`config.mk`:
```
export PLATFORM = sky130hd
export DESIGN_NAME = sub_counter
export DESIGN_NICKNAME = d
export VERILOG_FILES = /design/src/rtl/sub_counter.sv
export SDC_FILE = /design/constraint.sdc
export NUM_CORES = 1
export LEC_CHECK = 0
export BUFFER_PORTS_ARGS = -buffer_cell sky130_fd_sc_hd__buf_2
export CORE_ASPECT_RATIO = 1.5
export CORE_UTILIZATION = 54
export CTS_CLUSTER_DIAMETER = 80
export DETAILED_ROUTE_END_ITERATION = 10
export GPL_ROUTABILITY_DRIVEN = 1
export PLACE_DENSITY_LB_ADDON = 0.25
export SYNTH_ARGS = -nofsm -noshare
export SYNTH_HDL_FRONTEND = slang
export SYNTH_SLANG_ARGS = --single-unit
```
`constraint.sdc`:
```
create_clock -name clk -period 2.25 [get_ports clk]
set_input_delay 0.45 -clock clk [delete_from_list [all_inputs] [get_ports clk]]
set_output_delay 0.45 -clock clk [all_outputs]
set_load 0.05 [all_outputs]
```
`src/rtl/sub_counter.sv`:
```
// Enabled-cycle counter with sticky completion flag, completion pulse and wrap pulse.
// Optional macro SUB_SIM_FINISH_EN: announce completion and end the simulation when done sets.
module sub_counter #(
    parameter int          CNT_W        = 32,
    parameter int unsigned FINISH_COUNT = 3
) (
    input  logic             clk,
    input  logic             reset,
    input  logic             en,
    input  logic             clr,
    output logic [CNT_W-1:0] count,
    output logic             at_finish,
    output logic             done,
    output logic             done_pulse,
    output logic             wrap
);

    localparam logic [CNT_W-1:0] FINISH_C = CNT_W'(FINISH_COUNT);

    logic [CNT_W-1:0] r_count;
    logic             r_done;
    logic             r_done_pulse;
    logic             r_wrap;

    logic w_inc;
    logic w_at_finish;
    logic w_all_ones;

    // Counting stops once done is set; only clr or reset restart it.
    assign w_inc       = en && !r_done;
    assign w_at_finish = (r_count >= FINISH_C);
    assign w_all_ones  = &r_count;

    // NOTE: sequential state uses non-blocking assignments so every register samples pre-edge values.
    always_ff @(posedge clk or posedge reset) begin
        if (reset) begin
            r_count      <= '0;
            r_done       <= 1'b0;
            r_done_pulse <= 1'b0;
            r_wrap       <= 1'b0;
        end else if (clr) begin
            r_count      <= '0;
            r_done       <= 1'b0;
            r_done_pulse <= 1'b0;
            r_wrap       <= 1'b0;
        end else begin
            r_done_pulse <= 1'b0;
            r_wrap       <= 1'b0;
            if (w_inc) begin
                r_count <= r_count + CNT_W'(1);
                if (w_at_finish) begin
                    r_done       <= 1'b1;
                    r_done_pulse <= 1'b1;
                end
                if (w_all_ones) begin
                    r_wrap <= 1'b1;
                end
            end
        end
    end

`ifdef SUB_SIM_FINISH_EN
    always @(posedge clk) begin
        if (!reset && !clr && w_inc && w_at_finish) begin
            $display("[%0t] count_c=%0d", $time, r_count);
            $display("*-* All Finished *-*");
            $finish;
        end
    end
`else
`endif

    assign count      = r_count;
    assign at_finish  = w_at_finish;
    assign done       = r_done;
    assign done_pulse = r_done_pulse;
    assign wrap       = r_wrap;

endmodule

```
After elaboration in Yosys (flattened, before gate mapping)
Cells that the tools add are included.
{"block": "totals", "regBits": 35, "inputBits": 4, "output_inout_bits": 36, "elab_cells": 23}
{"block": "classes", "add_sub_neg": 1, "order_cmp": 1, "muxes": 11, "n_reduce_logical": 6}
{"operator": "two-way mux 32 bit", "count": 2}
{"operator": "adder 32 x 1 -> 32 bit, second input constant", "count": 1}
{"operator": "greater-or-equal comparator 32 x 2 -> 1 bit, second input constant", "count": 1}
{"operator": "AND reduction 32 bit", "count": 1}
{"operator": "two-way mux 1 bit", "count": 9}
{"operator": "nonzero test 2 bit", "count": 2}
{"operator": "AND reduction 2 bit", "count": 1}
{"operator": "logical AND 1 bit", "count": 1}
{"operator": "logical NOT 1 bit", "count": 1}

Depth between registers and ports, before layout
Gate-level depths: netlist (run 1).
{"block": "logic_depth", "word_depth": 4, "ltp_mapped": 7, "ltp_nobuf": 5}

Worst setup path before layout (run 1)
Ideal clock, no wire load.
{"block": "synth_timing", "path_kind": "register to register", "startpoint": "reg r_count[0] (netlist: count[0])", "endpoint": "reg r_count[22] (netlist: count[22])", "setup_time_ns": 0.078, "arrival_time_ns": 2.109, "t_required_ns": 2.172, "setup_slack_ns": 0.063, "path_stages_with_launch": 7, "path_buffers": 1, "period_less_slack_ns": 2.187, "path_cell_list": "dfrtp_1 ha_1 and3b_1 buf_2 nand4_1 or4_1 a21oi_1"}
{"block": "synth_via", "elab_chain_len": 3}
{"element": "start: declaration", "line_no": "20", "rtl": "logic [CNT_W-1:0] r_count;"}
{"element": "start signal: assignment", "line_no": "50", "rtl": "r_count <= r_count + CNT_W'(1);"}
{"element": "adder 32 x 1 -> 32 bit", "line_no": "50"}
{"element": "two-way mux 32 bit", "line_no": "49", "rtl": "if (w_inc) begin"}
{"element": "two-way mux 32 bit", "line_no": "41", "rtl": "end else if (clr) begin"}
Every way passes these cells. The select of a mux whose other input is x is not followed.
A chain may end at the register's enable or synchronous reset.

Final worst setup path (run 1)
{"block": "layout_timing", "startpoint": "reg r_count[0] (netlist: count[0])", "endpoint": "out at_finish"}
{"block": "layout_via", "elab_chain_len": 1}
{"element": "greater-or-equal comparator 32 x 2 -> 1 bit", "line_no": "31", "rtl": "assign w_at_finish = (r_count >= FINISH_C);"}
{"element": "end: declaration", "line_no": "12", "rtl": "output logic at_finish,"}
Every way passes these cells.

==> results of run 1 <==
==> sequential cells by signal (all words and copies together), names as in the netlist <==
| register | count |
|---|---|
| done_pulse | 1 |
| wrap | 1 |
| done | 1 |
| count | 32 |
==> final cells by class <==
type,count,area (um2),share of cell area
clock buffers,8,100.1,0.04301
inverters,3,11.26,0.004839
multi-input cells,152,987.2,0.4242
flip-flops and latches,35,880.8,0.3785
well taps,42,52.55,0.02258
repair buffers,52,295.3,0.1269
==> cell families (layout without fill, tap and decap cells) <==
| kind of cell | after synthesis | in the layout | synth area share |
|---|---|---|---|
| buffers and inverters | 15 | 63 | 0.04055 |
| adder cells (fa/ha/maj) | 1 | 1 | 0.006539 |
| AO/OA/AOI/OAI | 39 | 39 | 0.1164 |
| flip-flops | 35 | 35 | 0.4578 |
| multiplexers | 4 | 4 | 0.02224 |
| AND/OR/NAND/NOR | 98 | 98 | 0.3107 |
| XOR/XNOR | 10 | 10 | 0.04578 |
==> cells in the mapped netlist <==
master	number
and4b_1	1
or3_1	8
a21oi_1	19
and3_1	4
nor4_1	8
nor3_1	4
nand2_1	12
clkbuf_1	7
mux2i_1	2
or4_1	10
buf_2	2
nand4_4	1
and3b_1	2
or2_2	2
nand4_2	1
nand2b_1	1
mux2_2	2
xnor2_1	2
and2_2	1
o21ai_0	9
nand3_1	8
buf_6	2
xor2_1	8
dfrtp_1	35
o31ai_1	10
ha_1	1
nand4_1	13
nor2b_1	3
inv_1	3
buf_4	1
nor2_1	13
and4_1	6
o211ai_1	1
==> power by group through the flow <==
stage | sequential [mW] | combinational (mW) | clock, mW
finish | 0.640 | 0.0896 | 0.500
global route | 0.641 | 0.0971 | 0.529
CTS | 0.643 | 0.0814 | 0.511
detailed placement | 0.654 | 0.0805 | 0
global placement | 0.653 | 0.0798 | 0
floorplan | 0.670 | 0.0393 | 0
==> worst max-delay path, delay by kind of cell, from the launching register on <==
family	cells	cell delay (ns)
adders and majority gates	1	0.22
buffers and inverters	1	0.19
DFF	1	0.43
and+or+nand+nor	3	0.63
==> path summary, 6_finish.rpt <==
| path | cells after the start | from | slack (ns) | end |
|---|---|---|---|---|
| min | 3 | reset | 0.24 | count[27] |
| max | 5 | count[0] | 0.06 | at_finish |
| max in group asynchronous | 3 | reset | 1.65 | count[17] |
| min reg2reg | 2 | done | 0.58 | done |
| min in group clk | 3 | en | 0.49 | done |
| max reg2reg | 4 | count[7] | 0.29 | count[30] |
==> per-layer routing <==
metal	vias up	share of wire
li1	857	-
met1	883	0.41
met2	59	0.53
met3	10	0.038
met4	0	0.023
met5	-	0
==> repair_timing <==
action | in CTS | in global routing
resized for setup | 5 | 6
pin swaps | 0 | 1
hold buffers | 0 | 0
setup buffers | 0 | 2
endpoints found under the setup margin | 1 | 1
gates cloned | 0 | 0
==> flow_summary.yaml, run 1 <==
finish:
  nets: 254
  area_growth_pct: 21.65
  mostFrequentLayoutCells: "38 x buf_2, 31 x dfrtp_1, 19 x a21oi_1, 14 x buf_4"
  final_common_cell: "buf_2"
  fill_cells: 309
  fin_area_um2: 2327
  diodes: 0
  drive_above_1_share: 0.3000
  fin_util: 0.6879
  stdcell_count: 292
floorplan:
  coreArea_um2: 3383
  io-pin-count: 40
  die_y_um: 74.90
  die_area_um2: 3790
  start_util: 0.5655
  die_width_um: 50.60
  rows: 26
power_and_ir_drop:
  pwr-share-clk: 0.407
  power_frac_comb: 0.073
  power_density_nw_per_um2: 528.5
  p_sw_frac: 0.2351
  leakage_nw: 1.091
  ir_drop_uv: 520.6
  seqPwrFrac: 0.521
  finalPower_mw: 1.230
  intPower_mw: 0.9407
  p_switching_mw: 0.2892
clocking:
  cts.path.max_buffers: 2
  worstSkewPairLatency_ns: 0.29
  cts_root_buf: "clkbuf_8"
  path_clk_slew_ns: 0.07
  htreeDepth: 2
  cts_tree: "yes"
  cts_buffers: 5
  clock_sinks: 35
yosys:
  ys_seq_elements: 35
  syn_nets: 207
  avgSynthCellArea_um2: 9.471
  syn_area_um2: 1913
  yosys.area.top_type_share: 0.4578
  synth_area_leaders: "dfrtp_1 46%, a21oi_1 5.0%, nand4_1 4.3%"
  ys_types: 33
  yosys_warnings: 0
  yosys.area.top_type: "dfrtp_1"
  synth_seq_area_share: 0.4578
  synthCells: 202
run_status:
  status: "finished, final reports clean"
job:
  max_cap_violations: 0
sta:
  layout_setup_ws_ns: 0.06035
  worstMarginPinSlew_ns: 0.5448
  finClkSkew_ns: 0.005538
  final_max_slew_viol_count: 0
  min_period_ns: 2.190
  setup_viol: 0
  fin_setup_tns_ns: 0
  fmax_ghz: 0.4567
  relSlewSlack: 0.6352
  finalCritPeriodShare: 0.9732
  hold_slack_ns: 0.2393
  finalHoldViolations: 0
  grt_setup_unrepaired: "false"
detailed_routing:
  wl_per_cell_um: 16.41
  avgViaCountPerCell: 6.195
  drt_iter0_drc: 55
  wirelength_mm: 4.791
  ant_nets: 0
  first_pass_iters: 4
  drc: 0
  via_count: 1809
place:
  portBuffers: 39
  placed_area_um2: 2177
  post-place-ws_ns: 0.2655
  place_inst: 282
  gp_congestion: 0.8018
  dpl.hpwl_mm: 3.239
global_routing:
  grt_max_degree: 38
  grt_pass1_wl_mm: 7.824
  busiest_layer: "met2"
  met3_usage: 0.05051
  grtUsageMet1: 0.3115
  grt_overflow: 0
  grt_pass1_vias: 1740
  grt_use_total: 0.2770
  met2_usage: 0.4919
  antenna_found_initial: 0
worst_setup_path:
  critPathLaunchType: "flop"
  path_cells: "ha_2, nor4_1, nand4_1, or2_2, buf_4"
  cp.required_ns: 1.80
  critical-path-slowest-cell: "dfrtp_2"
  crit_arrival_ns: 1.74
  end_kind: "output port"
  cp_max_fo: 4
  worstSetupPathType: "reg -> out"
  max_stage_delay_ns: 0.43
worst_hold_path:
  hold_path_class: "in -> async"
(Power assumes the default switching activity.)
==> run 2: changes to the inputs <==
Clock period 2.25 ns to 2.2 ns, I/O delays scaled along.
==> run 2 against run 1 <==
Net effect: flip-flop and latch count stayed put; total power is 0.26% lower; clock-buffer cell count is 2 lower; register-to-register slack worse by 0.02 ns; cell count is 0.68% lower; non-clock buffer count is 1 lower; global-route usage is 0.66 points lower; core utilization is 0.074 points lower; critical path depth is 1 lower; final area is 0.11% lower.
==> flow_summary.yaml, run 2 (synthesis gave the netlist of run 1 again) <==
run_status:
  status: "finished, final reports clean"
worst_setup_path:
  cp_max_fo: 7
  critPathLaunchType: "flop"
  worstSetupPathType: "reg -> out"
  cp.required_ns: 1.76
  end_kind: "output port"
  crit_arrival_ns: 1.65
detailed_routing:
  wl_per_cell_um: 16.38
  ant_nets: 0
  avgViaCountPerCell: 6.200
  wirelength_mm: 4.750
  via_count: 1798
  first_pass_iters: 4
  drc: 0
  drt_iter0_drc: 83
finish:
  mostFrequentLayoutCells: "38 x buf_2, 29 x dfrtp_1, 19 x a21oi_1, 13 x nand4_1, 13 x nor2_1"
  final_common_cell: "buf_2"
  drive_above_1_share: 0.3065
  area_growth_pct: 21.52
  largest_reg_flops: 32
  fin_area_um2: 2325
  fin_util: 0.6871
  nets: 253
  diodes: 0
clocking:
  path_clk_slew_ns: 0.07
  cts_buffers: 5
  clock_sinks: 35
  cts_tree: "yes"
  hold_buffers: 0
  worstSkewPairLatency_ns: 0.30
  htreeDepth: 2
  cts_root_buf: "clkbuf_8"
  cts.path.max_buffers: 2
power_and_ir_drop:
  p_switching_mw: 0.3039
  ir_drop_uv: 588.8
  pwr-share-clk: 0.391
  finalPower_mw: 1.227
  power_frac_comb: 0.077
  power_density_nw_per_um2: 527.7
  seqPwrFrac: 0.532
  intPower_mw: 0.9228
  leakage_nw: 1.083
  p_sw_frac: 0.2477
place:
  portBuffers: 39
  post-place-ws_ns: 0.2120
  dpl.hpwl_mm: 3.193
  gp_congestion: 0.7943
  placed_area_um2: 2170
sta:
  finalCritPeriodShare: 0.9522
  fmax_ghz: 0.4774
  final_max_slew_viol_count: 0
  layout_setup_ws_ns: 0.1052
  grt_setup_unrepaired: "false"
  fin_setup_tns_ns: 0
  worstMarginPinSlew_ns: 0.5521
  min_period_ns: 2.095
  finalHoldViolations: 0
  relSlewSlack: 0.6303
  finClkSkew_ns: 0.008803
  setup_viol: 0
global_routing:
  grt_pass1_wl_mm: 7.514
  busiest_layer: "met2"
  antenna_found_initial: 0
  met3_usage: 0.05455
  grt_use_total: 0.2704
  grtUsageMet1: 0.3099
  grt_overflow: 0
  met2_usage: 0.4785
  grt_pass1_vias: 1646
  grt_max_degree: 38
worst_hold_path:
  hold_path_class: "in -> async"
job:
  max_cap_violations: 0
floorplan:
  start_util: 0.5655
  die_y_um: 74.90
  rows: 26
  die_width_um: 50.60
  io-pin-count: 40
  die_area_um2: 3790
  coreArea_um2: 3383
## run 2: routing by layer
layer	wire length [um]	vias up
met5	0	-
met1	1994	893
li1	-	850
met3	181	8
met4	90	0
met2	2484	47
## run 2: cell type report
cell class	instances	area, um2
repair buffers	51	291.5
well taps	42	52.55
fillers	302	1059
clock inverters	1	5.005
flip-flops and latches	35	883.3
inverters	3	11.26
multi-input cells	152	998.5
clock buffers	6	82.58
## run 2: final timing paths
check                      cells after the start      start         to  slack [ns]
max                                            4  count[28]  at_finish        0.11
min in group clk                               3         en       done        0.47
min reg2reg                                    2       done       done        0.58
min                                            3      reset  count[27]        0.23
max in group asynchronous                      3      reset   count[1]        1.62
max reg2reg                                    4   count[7]  count[26]        0.27
## run 2: critical path: stages, from the launching register on
cell and delay, ns:
dfrtp_2 0.46, nor4_4 0.29, nand4_1 0.16, or2_4 0.29
buf_6 0.15
## run 2: what timing repair did
action / CTS / global route
setup endpoints to repair: 1 / 1
setup buffers: 1 / 1
pin swaps: 1 / 2
resized for setup: 5 / 10
hold endpoints to repair: 0 / 0
## run 2: per-stage QoR
step | hold slack (ns) | std cells
global route | 0.2954 | 290
floorplan | 0.5943 | 202
detailed placement | 0.5662 | 281
CTS | 0.2472 | 289
finish | 0.2344 | 290
global placement | 0.5567 | 281
## run 2: power groups by stage
stage	Clock (mW)	Combinational (mW)	Sequential [mW]
2_1_floorplan	0	0.0402	0.685
3_3_place_gp	0	0.0872	0.666
3_5_place_dp	0	0.0878	0.666
4_1_cts	0.487	0.0941	0.652
5_1_grt	0.506	0.104	0.653
6_report	0.479	0.0947	0.652
==> run 3: changes to the inputs <==
==> constraint.sdc (replaced) <==
create_clock -name clk -period 2.2 [get_ports clk]
set_input_delay 0.33 -clock clk [delete_from_list [all_inputs] [get_ports clk]]
set_output_delay 0.33 -clock clk [all_outputs]
set_load 0.05 [all_outputs]
==> run 3 against run 2 <==
Net effect: clock skew fell by 0.0034 ns; clock-buffer cell count is 2 higher; highest routed layer unchanged; sequential power increased by 0.8%; first-iteration DRC count unchanged; final area down 1.1%; flip-flop and latch count stayed put; largest power group unchanged.
==> flow_summary.yaml, run 3 (synthesis gave the netlist of run 1 again) <==
floorplan:
  rows: 26
  io-pin-count: 40
  start_util: 0.5655
  coreArea_um2: 3383
  die_area_um2: 3790
  die_width_um: 50.60
  die_y_um: 74.90
clocking:
  hold_buffers: 0
  worstSkewPairLatency_ns: 0.29
  cts.path.max_buffers: 2
  cts_buffers: 5
  cts_root_buf: "clkbuf_8"
  cts_tree: "yes"
  path_clk_slew_ns: 0.07
  clock_sinks: 35
  postCtsResizedCells: 0
  post_cts_buffers: 0
  htreeDepth: 2
finish:
  fin_util: 0.6794
  area_growth_pct: 20.14
  nets: 249
  stdcell_count: 287
  fin_area_um2: 2298
  fill_cells: 307
  drive_above_1_share: 0.2816
  final_common_cell: "buf_2"
  largest_reg_flops: 32
  diodes: 0
  mostFrequentLayoutCells: "38 x buf_2, 34 x dfrtp_1, 19 x a21oi_1, 13 x nand4_1, 13 x nor2_1"
global_routing:
  grt_overflow: 0
  grt_pass1_vias: 1616
  grt_pass1_wl_mm: 7.776
  antenna_found_initial: 0
  grt_max_degree: 38
  grt_use_total: 0.2758
place:
  dpl.hpwl_mm: 3.331
  portBuffers: 39
  gp_congestion: 0.8414
  place_inst: 279
  placed_area_um2: 2155
worst_setup_path:
  worstSetupPathType: "reg -> out"
  r2r-start: "count[7]"
  rrSetupSlack_ns: 0.23
  critical-path-slowest-cell: "dfrtp_1"
  crit_arrival_ns: 1.81
  critPathLaunchType: "flop"
  r2r_end: "count[30]"
  path_delay_family: "simple AND/OR/NAND/NOR gates"
  crit_buf_inv: 1
  max_stage_delay_ns: 0.45
  cp.required_ns: 1.87
  end_kind: "output port"
  reg2reg_depth: 4
  cp_max_fo: 6
  path_cells: "nor4_2, nand4_1, or2_2, clkbuf_4"
detailed_routing:
  first_pass_iters: 4
  avgViaCountPerCell: 6.355
  drc: 0
  drt_iter0_drc: 83
  wl_per_cell_um: 16.88
  ant_nets: 0
  via_count: 1824
  wirelength_mm: 4.844
power_and_ir_drop:
  ir_drop_uv: 529.0
  leakage_nw: 1.071
  power_density_nw_per_um2: 550.3
run_status:
  status: "finished, final reports clean"
sta:
  fin_setup_tns_ns: 0
  min_period_ns: 2.137
  worstMarginPinSlew_ns: 0.6033
  finClkSkew_ns: 0.005357
  setup_viol: 0
  fmax_ghz: 0.4680
  relSlewSlack: 0.5961
  finalCritPeriodShare: 0.9712
  hold_slack_ns: 0.1312
  final_max_slew_viol_count: 0
  finalHoldViolations: 0
worst_hold_path:
  hold_path_class: "in -> async"
job:
  max_cap_violations: 0
[run 3: cell types whose count changed in the layout (fill, tap and decap cells not counted), moves of 2 or more]
| cell | delta |
|---|---|
| nor4_1 | -2 |
| buf_4 | -4 |
| nor4_2 | +3 |
| dfrtp_1 | +5 |
| dfrtp_2 | -5 |
[run 3: worst max-delay path by stage]
stage                   start        end  cells after the start
floorplan            count[0]  count[22]                      6
global placement     count[0]  count[22]                      5
detailed placement   count[0]  count[30]                      5
CTS                  count[0]  at_finish                      5
global route        count[22]  at_finish                      4
finish              count[22]  at_finish                      4
[run 3: worst min-delay path: stages]
cell	delay (ns)
buf_2	0.09
inv_1	0.04
buf_4	0.39
[run 3: final cells by class]
cell class,instances,area [um2],area share
Inverter,3,11.26,0.004899
Multi-Input combinational cell,152,999.7,0.4349
Sequential cell,35,877.1,0.3816
Timing Repair Buffer,47,257.7,0.1121
Clock buffer,8,100.1,0.04355
Tap cell,42,52.55,0.02286
[run 3: through the flow]
step	power, mW	worst slack (ns)
final	1.265	0.06342
after global routing	1.293	-0.002560
after CTS	1.260	0.003604
after detailed placement	0.7505	0.2360
after global placement	0.7495	0.2419
after floorplan	0.7254	0.01330
[run 3: routing by layer]
layer  vias up  track usage  share of wire
li1        843            -              -
met1       908       0.3329           0.40
met2        65       0.4874           0.53
met3         8      0.03838          0.053
met4         0       0.1235          0.013
met5         -            0              0
[run 3: report_power, final]
group | internal [mW] | switching, mW | leakage, nW
sequential | 0.648 | 0.00845 | 0.486
combinational | 0.0226 | 0.0597 | 0.534
clock | 0.286 | 0.240 | 0.0515
total | 0.957 | 0.308 | 1.07
